**config.mk**
```make
export PLATFORM = sky130hd
export DESIGN_NAME = fp32_to_fixed
export DESIGN_NICKNAME = d
export VERILOG_FILES = /design/src/rtl/fir_fp_pkg.sv /design/src/rtl/fp_round_rne.sv /design/src/rtl/fp32_to_fixed.sv
export SDC_FILE = /design/constraint.sdc
export NUM_CORES = 1
export LEC_CHECK = 0
export CAP_MARGIN = 20
export CORE_MARGIN = 4
export CORE_UTILIZATION = 65
export CTS_BUF_LIST = sky130_fd_sc_hd__clkbuf_4
export DETAILED_ROUTE_END_ITERATION = 10
export DONT_BUFFER_PORTS = 1
export PLACE_DENSITY_LB_ADDON = 0.1
export SYNTH_ARGS = -nofsm -noshare
export SYNTH_HDL_FRONTEND = slang
export SYNTH_SLANG_ARGS = --single-unit
```
**constraint.sdc**
```tcl
create_clock -name clk -period 9.98 [get_ports clk]
set_input_delay 1.996 -clock clk [delete_from_list [all_inputs] [get_ports clk]]
set_output_delay 1.996 -clock clk [all_outputs]
set_load 0.05 [all_outputs]
```
**src/rtl/fir_fp_pkg.sv**
```systemverilog
// Shared single-precision constants and the converter FSM encoding used by
// the FIR datapath blocks.
package fir_fp_pkg;

  localparam int unsigned FP_EXP_BIAS = 127;
  localparam int unsigned FP_MANT_W   = 23;

  localparam logic [31:0] SAT_POS = 32'h7FFF_FFFF;
  localparam logic [31:0] SAT_NEG = 32'h8000_0000;

  typedef enum logic [2:0] {
    StIdle,
    StPrep,
    StShift,
    StRound,
    StDone
  } cvt_state_e;

endpackage

```
**src/rtl/fp_round_rne.sv**
```systemverilog
// Round-to-nearest-even on an unsigned magnitude with guard/sticky, then apply
// the sign and clip a positive 2^31 to the largest positive value.
module fp_round_rne
  import fir_fp_pkg::*;
(
  input  logic [31:0] mag_i,
  input  logic        guard_i,
  input  logic        sticky_i,
  input  logic        sign_i,
  output logic [31:0] data_o,
  output logic        ovf_o
);

  logic        inc;
  logic [31:0] rounded;

  always_comb begin
    inc     = guard_i & (sticky_i | mag_i[0]);
    rounded = mag_i + {31'd0, inc};
    data_o  = rounded;
    ovf_o   = 1'b0;
    // -2^31 is representable, +2^31 is not.
    if (!sign_i && (rounded == SAT_NEG)) begin
      data_o = SAT_POS;
      ovf_o  = 1'b1;
    end else if (sign_i) begin
      data_o = 32'd0 - rounded;
    end
  end

endmodule

```
**src/rtl/fp32_to_fixed.sv**
```systemverilog
// Converts an IEEE-754 single into signed 32-bit fixed point with FRAC fraction
// bits, using a one-bit-per-cycle shifter and round-to-nearest-even.
module fp32_to_fixed
  import fir_fp_pkg::*;
#(
  parameter int unsigned FRAC = 15
) (
  input  logic        clk,
  input  logic        rst,
  input  logic        in_valid,
  output logic        in_ready,
  input  logic [31:0] in_data,
  output logic        out_valid,
  input  logic        out_ready,
  output logic [31:0] out_data,
  output logic        out_ovf,
  output logic        out_inv
);

  // Value = M * 2^k with k = E - bias - mantissa width + FRAC.
  localparam logic signed [9:0] KOff = 10'(FRAC) - 10'(FP_EXP_BIAS + FP_MANT_W);

  cvt_state_e  state_q;
  logic [31:0] word_q;
  logic [31:0] mag_q;
  logic        guard_q;
  logic        sticky_q;
  logic        sign_q;
  logic        shl_q;
  logic [4:0]  cnt_q;

  logic                 sign_w;
  logic [7:0]           exp_w;
  logic [FP_MANT_W-1:0] frac_w;
  logic signed [9:0]    k_w;
  logic [4:0]           n_w;
  logic [31:0]          sat_w;
  logic [31:0]          rnd_data;
  logic                 rnd_ovf;

  assign sign_w = word_q[31];
  assign exp_w  = word_q[30:23];
  assign frac_w = word_q[22:0];
  assign k_w    = $signed({2'b00, exp_w}) + KOff;
  // Only used when -24 <= k <= 7, so the low five bits carry |k|.
  assign n_w    = k_w[9] ? (5'd0 - k_w[4:0]) : k_w[4:0];
  assign sat_w  = sign_w ? SAT_NEG : SAT_POS;

  assign in_ready = (state_q == StIdle);

  fp_round_rne u_round (
    .mag_i   (mag_q),
    .guard_i (guard_q),
    .sticky_i(sticky_q),
    .sign_i  (sign_q),
    .data_o  (rnd_data),
    .ovf_o   (rnd_ovf)
  );

  always_ff @(posedge clk) begin
    if (rst) begin
      state_q   <= StIdle;
      word_q    <= 32'd0;
      mag_q     <= 32'd0;
      guard_q   <= 1'b0;
      sticky_q  <= 1'b0;
      sign_q    <= 1'b0;
      shl_q     <= 1'b0;
      cnt_q     <= 5'd0;
      out_valid <= 1'b0;
      out_data  <= 32'd0;
      out_ovf   <= 1'b0;
      out_inv   <= 1'b0;
    end else begin
      unique case (state_q)
        StIdle: begin
          if (in_valid) begin
            word_q  <= in_data;
            out_ovf <= 1'b0;
            out_inv <= 1'b0;
            state_q <= StPrep;
          end
        end
        StPrep: begin
          sign_q   <= sign_w;
          mag_q    <= {8'd0, 1'b1, frac_w};
          guard_q  <= 1'b0;
          sticky_q <= 1'b0;
          shl_q    <= ~k_w[9];
          cnt_q    <= n_w;
          if (exp_w == 8'd0 || k_w <= -10'sd25) begin
            out_data  <= 32'd0;
            out_valid <= 1'b1;
            state_q   <= StDone;
          end else if (exp_w == 8'hFF && frac_w != '0) begin
            out_data  <= 32'd0;
            out_inv   <= 1'b1;
            out_valid <= 1'b1;
            state_q   <= StDone;
          end else if (exp_w == 8'hFF || k_w >= 10'sd8) begin
            out_data  <= sat_w;
            out_ovf   <= 1'b1;
            out_valid <= 1'b1;
            state_q   <= StDone;
          end else if (n_w != 5'd0) begin
            state_q <= StShift;
          end else begin
            state_q <= StRound;
          end
        end
        StShift: begin
          if (shl_q) begin
            mag_q <= mag_q << 1;
          end else begin
            mag_q    <= mag_q >> 1;
            guard_q  <= mag_q[0];
            sticky_q <= sticky_q | guard_q;
          end
          cnt_q <= cnt_q - 5'd1;
          if (cnt_q == 5'd1) begin
            state_q <= StRound;
          end
        end
        StRound: begin
          out_data  <= rnd_data;
          out_ovf   <= rnd_ovf;
          out_valid <= 1'b1;
          state_q   <= StDone;
        end
        StDone: begin
          if (out_ready) begin
            out_valid <= 1'b0;
            state_q   <= StIdle;
          end
        end
        default: state_q <= StIdle;
      endcase
    end
  end

endmodule

```
==> results.toml <==
[critical_path]
crit_required_ns = 10.37
critPathCaptureType = "register"
critical_path.n_buffers_inverters = 0
crit_arrival_ns = 4.73
critPathTopFamily = "simple AND/OR/NAND/NOR gates"
timing.critical_path.fanout_max = 16
crit_path_most_repeated_cell = "sky130_fd_sc_hd__ha_1"
timing_worst_setup_path_type = "register to register"
critPathMaxStageDelay_ns = 0.71
highest_delay_cell_along_the_critical_path = "sky130_fd_sc_hd__nor3_1"
critPathLaunchType = "register"
path_cells = "o21a_1 -> ha_1 -> ha_1 -> nand3_1 -> nor3_1 -> o211ai_1 -> a21oi_1 -> nand2_1 -> or4b_4 -> nor2_4 -> o21ai_1 -> a211oi_1"

[global_route]
grt_remaining_overflow = 0
antenna_violations_before_repair = 0
grt_usage_pct = 27.42
first_global_vias = 5877
maximum_number_of_pins_on_one_net_before_global_route_repair = 96
grt_first_pass_wirelength_mm = 28.78

[timing]
max_freq_mhz = 230.7
totalNegativeSetupSlack_ns = 0
timing_worst_slew_pin_value_ns = 1.014
finClkSkew_ns = 0.02691
grt_setup_unrepaired = "no"
slew_headroom_pct = 32.02
hold_viol = 0
slew_violations = 0
final.period_utilization_pct = 43.44
finalSetupViolCount = 0
period_needed_ns = 4.335

[cts]
cts.path.max_buffers = 2
clock_latency_ns = 0.49
cts-root-buf = "sky130_fd_sc_hd__clkbuf_4"
post_cts_hold_buffer_count = 0
cts_tree = "yes"
tritoncts.num_buffers = 9
post_cts.repair.setup_buffers = 0
clk_pin_slew_ns = 0.17
numClockSinks = 111
cts.repair.resized = 0
cts_h_tree_depth = 3

[outcome]
status = "complete, no violations"

[flow_run]
cap_viol_max_count = 0

[place]
post_dp_cell_area_sq_um = 6783
port_buffers = 0
globalplace.congestion = 0.8889
place_hpwl_mm = 12.35

[yosys]
mappedNetlistArea_sq_um = 6937
synthesis.instances = 914
synth_nets = 958
post_synth_edffs = 0
synthDistinctLibCells = 67
postSynth.asyncResetShare_pct = 0
synth-seq-cells = 111
syn-mean-instance-area_sq_um = 7.589
synth_ff_type = "sky130_fd_sc_hd__dfxtp_1"
yosysWarnings = 0
register_area_share_after_synthesis_pct = 32.03

[detailed_routing]
detail_route.wirelength_mm = 17.52
drcViolationCount = 0
detail_route.iter0.violations = 464
wl_per_cell_microns = 17.73
vias = 6330
detail_route.first_pass.iterations = 5
routed_via_density = 6.407
antenna_left = 0

[layout]
total_nets_final = 891
finalInstanceArea_sq_um = 6955
layout.filler_cells = 935
insertedDiodeCount = 0
final_common_cell = "sky130_fd_sc_hd__nand2_1"
final_layout_size_suffix_gt1_share_pct = 6.221
mostFrequentLayoutCells = "sky130_fd_sc_hd__nand2_1 (114), sky130_fd_sc_hd__dfxtp_1 (111), sky130_fd_sc_hd__nor2_1 (102)"
layout-area-overhead-vs-synth_pct = 0.2705

[die]
core_area_sq_um = 10370
ios = 72
die-width_microns = 111.3
initial_utilization_pct = 66.89
die-height_microns = 111.3
die_area_sq_um = 12390
rows = 37

[pwr]
cellLeakagePower_nw = 2.266
power_density_nw_per_um2 = 133.8
peakVddDrop_uv = 119.6

[hold_path]
timing.hold.worst.class = "register to register"
[flip-flops by register name (all words and copies together) (netlist names), 3 cells and up]
| signal | count |
|---|---|
| state_q | 3 |
| out_data | 32 |
| cnt_q | 5 |
| mag_q | 32 |
| word_q | 32 |
[per-stage QoR]
stage	worst slack, ns	hold slack, ns	std cells	total power (W)	utilization (%)
finish	5.645	0.4886	988	0.0009309	67.07
global route	5.195	0.5089	988	0.0009742	67.07
CTS	5.681	0.4853	985	0.0009278	66.59
detailed placement	5.705	0.4660	969	0.0007170	65.41
global placement	5.936	0.4588	969	0.0007101	65.41
floorplan	6.325	0.4491	914	0.0006843	-
[report_power, final]
| part | internal [W] | switching [W] | total [W] |
|---|---|---|---|
| registers | 0.000472 | 0.0000791 | 0.000551 |
| logic | 0.0000644 | 0.0000987 | 0.000163 |
| clock network | 0.0000544 | 0.000163 | 0.000217 |
[cell families after synthesis]
logic type	count (synthesis)	synth area share [%]
adder cells (fa/ha/maj)	8	1.443
AO/OA/AOI/OAI	221	20.49
flip-flops	111	32.03
buffers and inverters	101	6.223
AND/OR/NAND/NOR	364	25.34
XOR/XNOR	71	8.965
multiplexers	38	5.502
[worst reg2reg max path, delay by kind of cell, from the launching register on]
kind,cells,cell delay [ns]
flops,1,0.43
compound gates,5,1.14
simple gates,5,2.16
fa+ha+maj,2,0.53
[cell usage after synthesis, types with 5 or more instances]
library cell	instances	area, sq um
sky130_fd_sc_hd__mux2i_1	37	370.4
sky130_fd_sc_hd__nand2_1	114	427.9
sky130_fd_sc_hd__nand3_1	29	145.1
sky130_fd_sc_hd__and2_1	5	31.28
sky130_fd_sc_hd__nor2b_1	6	37.54
sky130_fd_sc_hd__nor4_1	17	106.4
sky130_fd_sc_hd__nand4_1	11	68.82
sky130_fd_sc_hd__xor2_1	19	166.4
sky130_fd_sc_hd__a31oi_1	14	87.58
sky130_fd_sc_hd__dfxtp_1	111	2222
sky130_fd_sc_hd__ha_1	8	100.1
sky130_fd_sc_hd__nand2b_1	6	37.54
sky130_fd_sc_hd__nor2_1	103	386.6
sky130_fd_sc_hd__nor3_1	27	135.1
sky130_fd_sc_hd__o21ai_0	46	230.2
sky130_fd_sc_hd__clkbuf_1	65	244.0
sky130_fd_sc_hd__buf_2	12	60.06
sky130_fd_sc_hd__a211oi_1	17	127.6
sky130_fd_sc_hd__o21ai_1	10	50.05
sky130_fd_sc_hd__or3_1	12	75.07
sky130_fd_sc_hd__xnor2_1	52	455.4
sky130_fd_sc_hd__a221oi_1	24	210.2
sky130_fd_sc_hd__a21oi_1	61	305.3
sky130_fd_sc_hd__inv_1	14	52.55
sky130_fd_sc_hd__a21oi_2	10	87.58
sky130_fd_sc_hd__o31ai_1	5	37.54
[final timing paths]
check                               start           to  slack, ns  depth (start not counted)
worst max-delay path             mag_q[0]  out_data[4]       5.64                         12
worst min-delay path            word_q[6]    word_q[6]       0.49                          2
worst max register to register   mag_q[0]  out_data[4]       5.64                         12
worst min register to register  word_q[6]    word_q[6]       0.49                          2
[routing by layer]
layer | global-route usage (%) | vias to the layer above | wire length, microns
li1 | - | 3094 | -
met1 | 36.63 | 2990 | 7729
met2 | 46.04 | 221 | 8413
met3 | 4.531 | 25 | 1096
met4 | 7.543 | 0 | 276
met5 | 0 | - | 0
[area by class of cell]
cell class,instances,area (sq um),area share [%]
clock buffers,9,67.56,0.9714
well taps,136,170.2,2.446
multi-input cells,702,4293,61.72
flip-flops and latches,111,2222,31.95
repair buffers,9,95.09,1.367
inverters,14,52.55,0.7555
clock inverters,7,55.05,0.7915
No activity file was read; power rests on OpenSTA's default activity.
==> RTL edit, RTL diff (same flow settings) <==
The 5 states of `cvt_state_e` get a one-hot encoding in 5 bits.
--- a/src/rtl/fir_fp_pkg.sv
+++ b/src/rtl/fir_fp_pkg.sv
@@ -8,12 +8,12 @@
   localparam logic [31:0] SAT_POS = 32'h7FFF_FFFF;
   localparam logic [31:0] SAT_NEG = 32'h8000_0000;
 
-  typedef enum logic [2:0] {
-    StIdle,
-    StPrep,
-    StShift,
-    StRound,
-    StDone
+  typedef enum logic [4:0] {
+    StIdle  = 5'b00001,
+    StPrep  = 5'b00010,
+    StShift = 5'b00100,
+    StRound = 5'b01000,
+    StDone  = 5'b10000
   } cvt_state_e;
 
 endpackage
Formal check against the unedited RTL: same outputs for any inputs over 4 cycles, from zero or initial values and one cycle with rst high; so few cycles prove little.
==> RTL edit against the original RTL <==
- wire length is 6.4% lower
- sequential power is 7.4% lower
- via count is 2.9% lower
- area after synthesis is 1.7% lower
- largest cell class unchanged
- worst setup slack better by 0.072 ns
- sequential cell count is 2 higher
- total power is 5.0% higher
- fmax is 1.7% higher
- cell area is 1.5% higher
==> RTL edit: results (changes against the original RTL) <==
- Met3 Usage GRT: 0.04543 (+0.0001224)
- Worst reg-to-reg setup slack: 5.72 ns (+0.07 ns)
- Slew HR: 0.3123 (-0.007885)
- Clock Skew: 0.01952 ns (-0.007391 ns)
- Compound-Gate Fraction of Synth Area: 0.2084 (+0.003465)
- Maximum vdd ir drop: 0.09534 mV (-20%)
- Post-Synth XOR/XNOR Area: 0.09124 (+0.001596)
- Outcome: completed
- Fraction of area in registers: 0.3205 (+0.001029)
- Switching Fraction: 0.2825 (-0.08314)
- Mapped Nets: 921 (-3.9%)
- Clock latency on the worst-skew pair: 0.53 ns (+0.04 ns)
- Seq pwr: 0.510 mW (-7.4%)
- Clock-cell share: 0.04290 (+0.02527)
- Met2 wire len: 7220 microns (-14%)
- Clock slew seen by the registers of the worst setup and hold paths: 0.10 ns (-0.07 ns)
- Routed len/inst: 16.79 microns (-5.3%)
- First DRT Iteration DRCs: 560 (+21%)
- Most frequent cells after synthesis: 113 x dfxtp_1, 111 x nor2_1, 107 x nand2_1
- TritonRoute pass-1 iters: 6 (+1)
- Final Wtd Congestion: 0.8601 (-3.2%)
- Vias in the first global route: 5477 (-6.8%)
- Share of layout cells above drive strength 1: 0.09524 (+0.03303)
- Non-Clock Buffer Area Fraction: 0.01454 (+0.0008648)
- Area of the multi-input gates: 0.004160 sq mm (-3.1%)
- First-pass GRT wire length: 26920 microns (-6.5%)
- Comb. pwr: 0.0918 mW (-44%)
- Pleak: 2.376 nW (+4.8%)
- Crit path largest cell delay: 0.88 ns (+0.17 ns)
- H-tree depth: 4 (+1)
- Max FO, Critical Path: 15 (-1)
- Multi-input gates: 670 (-4.6%)
- Fillers: 890 (-4.8%)
- Slowest CP cell: nor4_4
- All-Layer GR Usage: 0.2761 (+0.001941)
- FFs & Latches: 113 (+1.8%)
- GR Util met2: 0.4055 (-0.05485)
- GR Util met1: 0.4058 (+0.03955)
- DR vias: 6145 (-2.9%)
- Worst Setup EP: out_data[20]
- Unique masters post-synth: 70 (+4.5%)
- Multiplexer share of the synthesized area: 0.05012 (-0.004895)
- Nets: 872 (-2.1%)
- Area contributors post-synth: dfxtp_1 33%, nor2_1 6.1%, nand2_1 5.9%
==> RTL edit: changes by cell type in the layout (fill, tap and decap cells not counted), moves of 9 or more <==
cell / change
a21oi_1: +13
nand3_1: -12
a211oi_1: -10
a211oi_2: +9
a21oi_2: -9
clkbuf_4: +9
==> RTL edit: stage by stage <==
step | setup slack [ns] | instances | util | power (mW)
floorplan | 5.908 | 878 | - | 0.5915
global placement | 5.780 | 943 | 0.6532 | 0.6035
detailed placement | 5.614 | 944 | 0.6539 | 0.6085
CTS | 5.592 | 974 | 0.6833 | 0.9797
global route | 5.275 | 976 | 0.6868 | 1.018
finish | 5.716 | 976 | 0.6868 | 0.9772
==> RTL edit: worst min path at each step <==
stage	start	to	slack, ns	depth (start not counted)
after floorplan	word_q[14]	word_q[14]	0.45	2
after global placement	word_q[4]	word_q[4]	0.46	2
after detailed placement	word_q[13]	word_q[13]	0.46	2
after CTS	word_q[13]	word_q[13]	0.48	2
after global routing	word_q[17]	word_q[17]	0.50	2
final	word_q[10]	word_q[10]	0.48	2
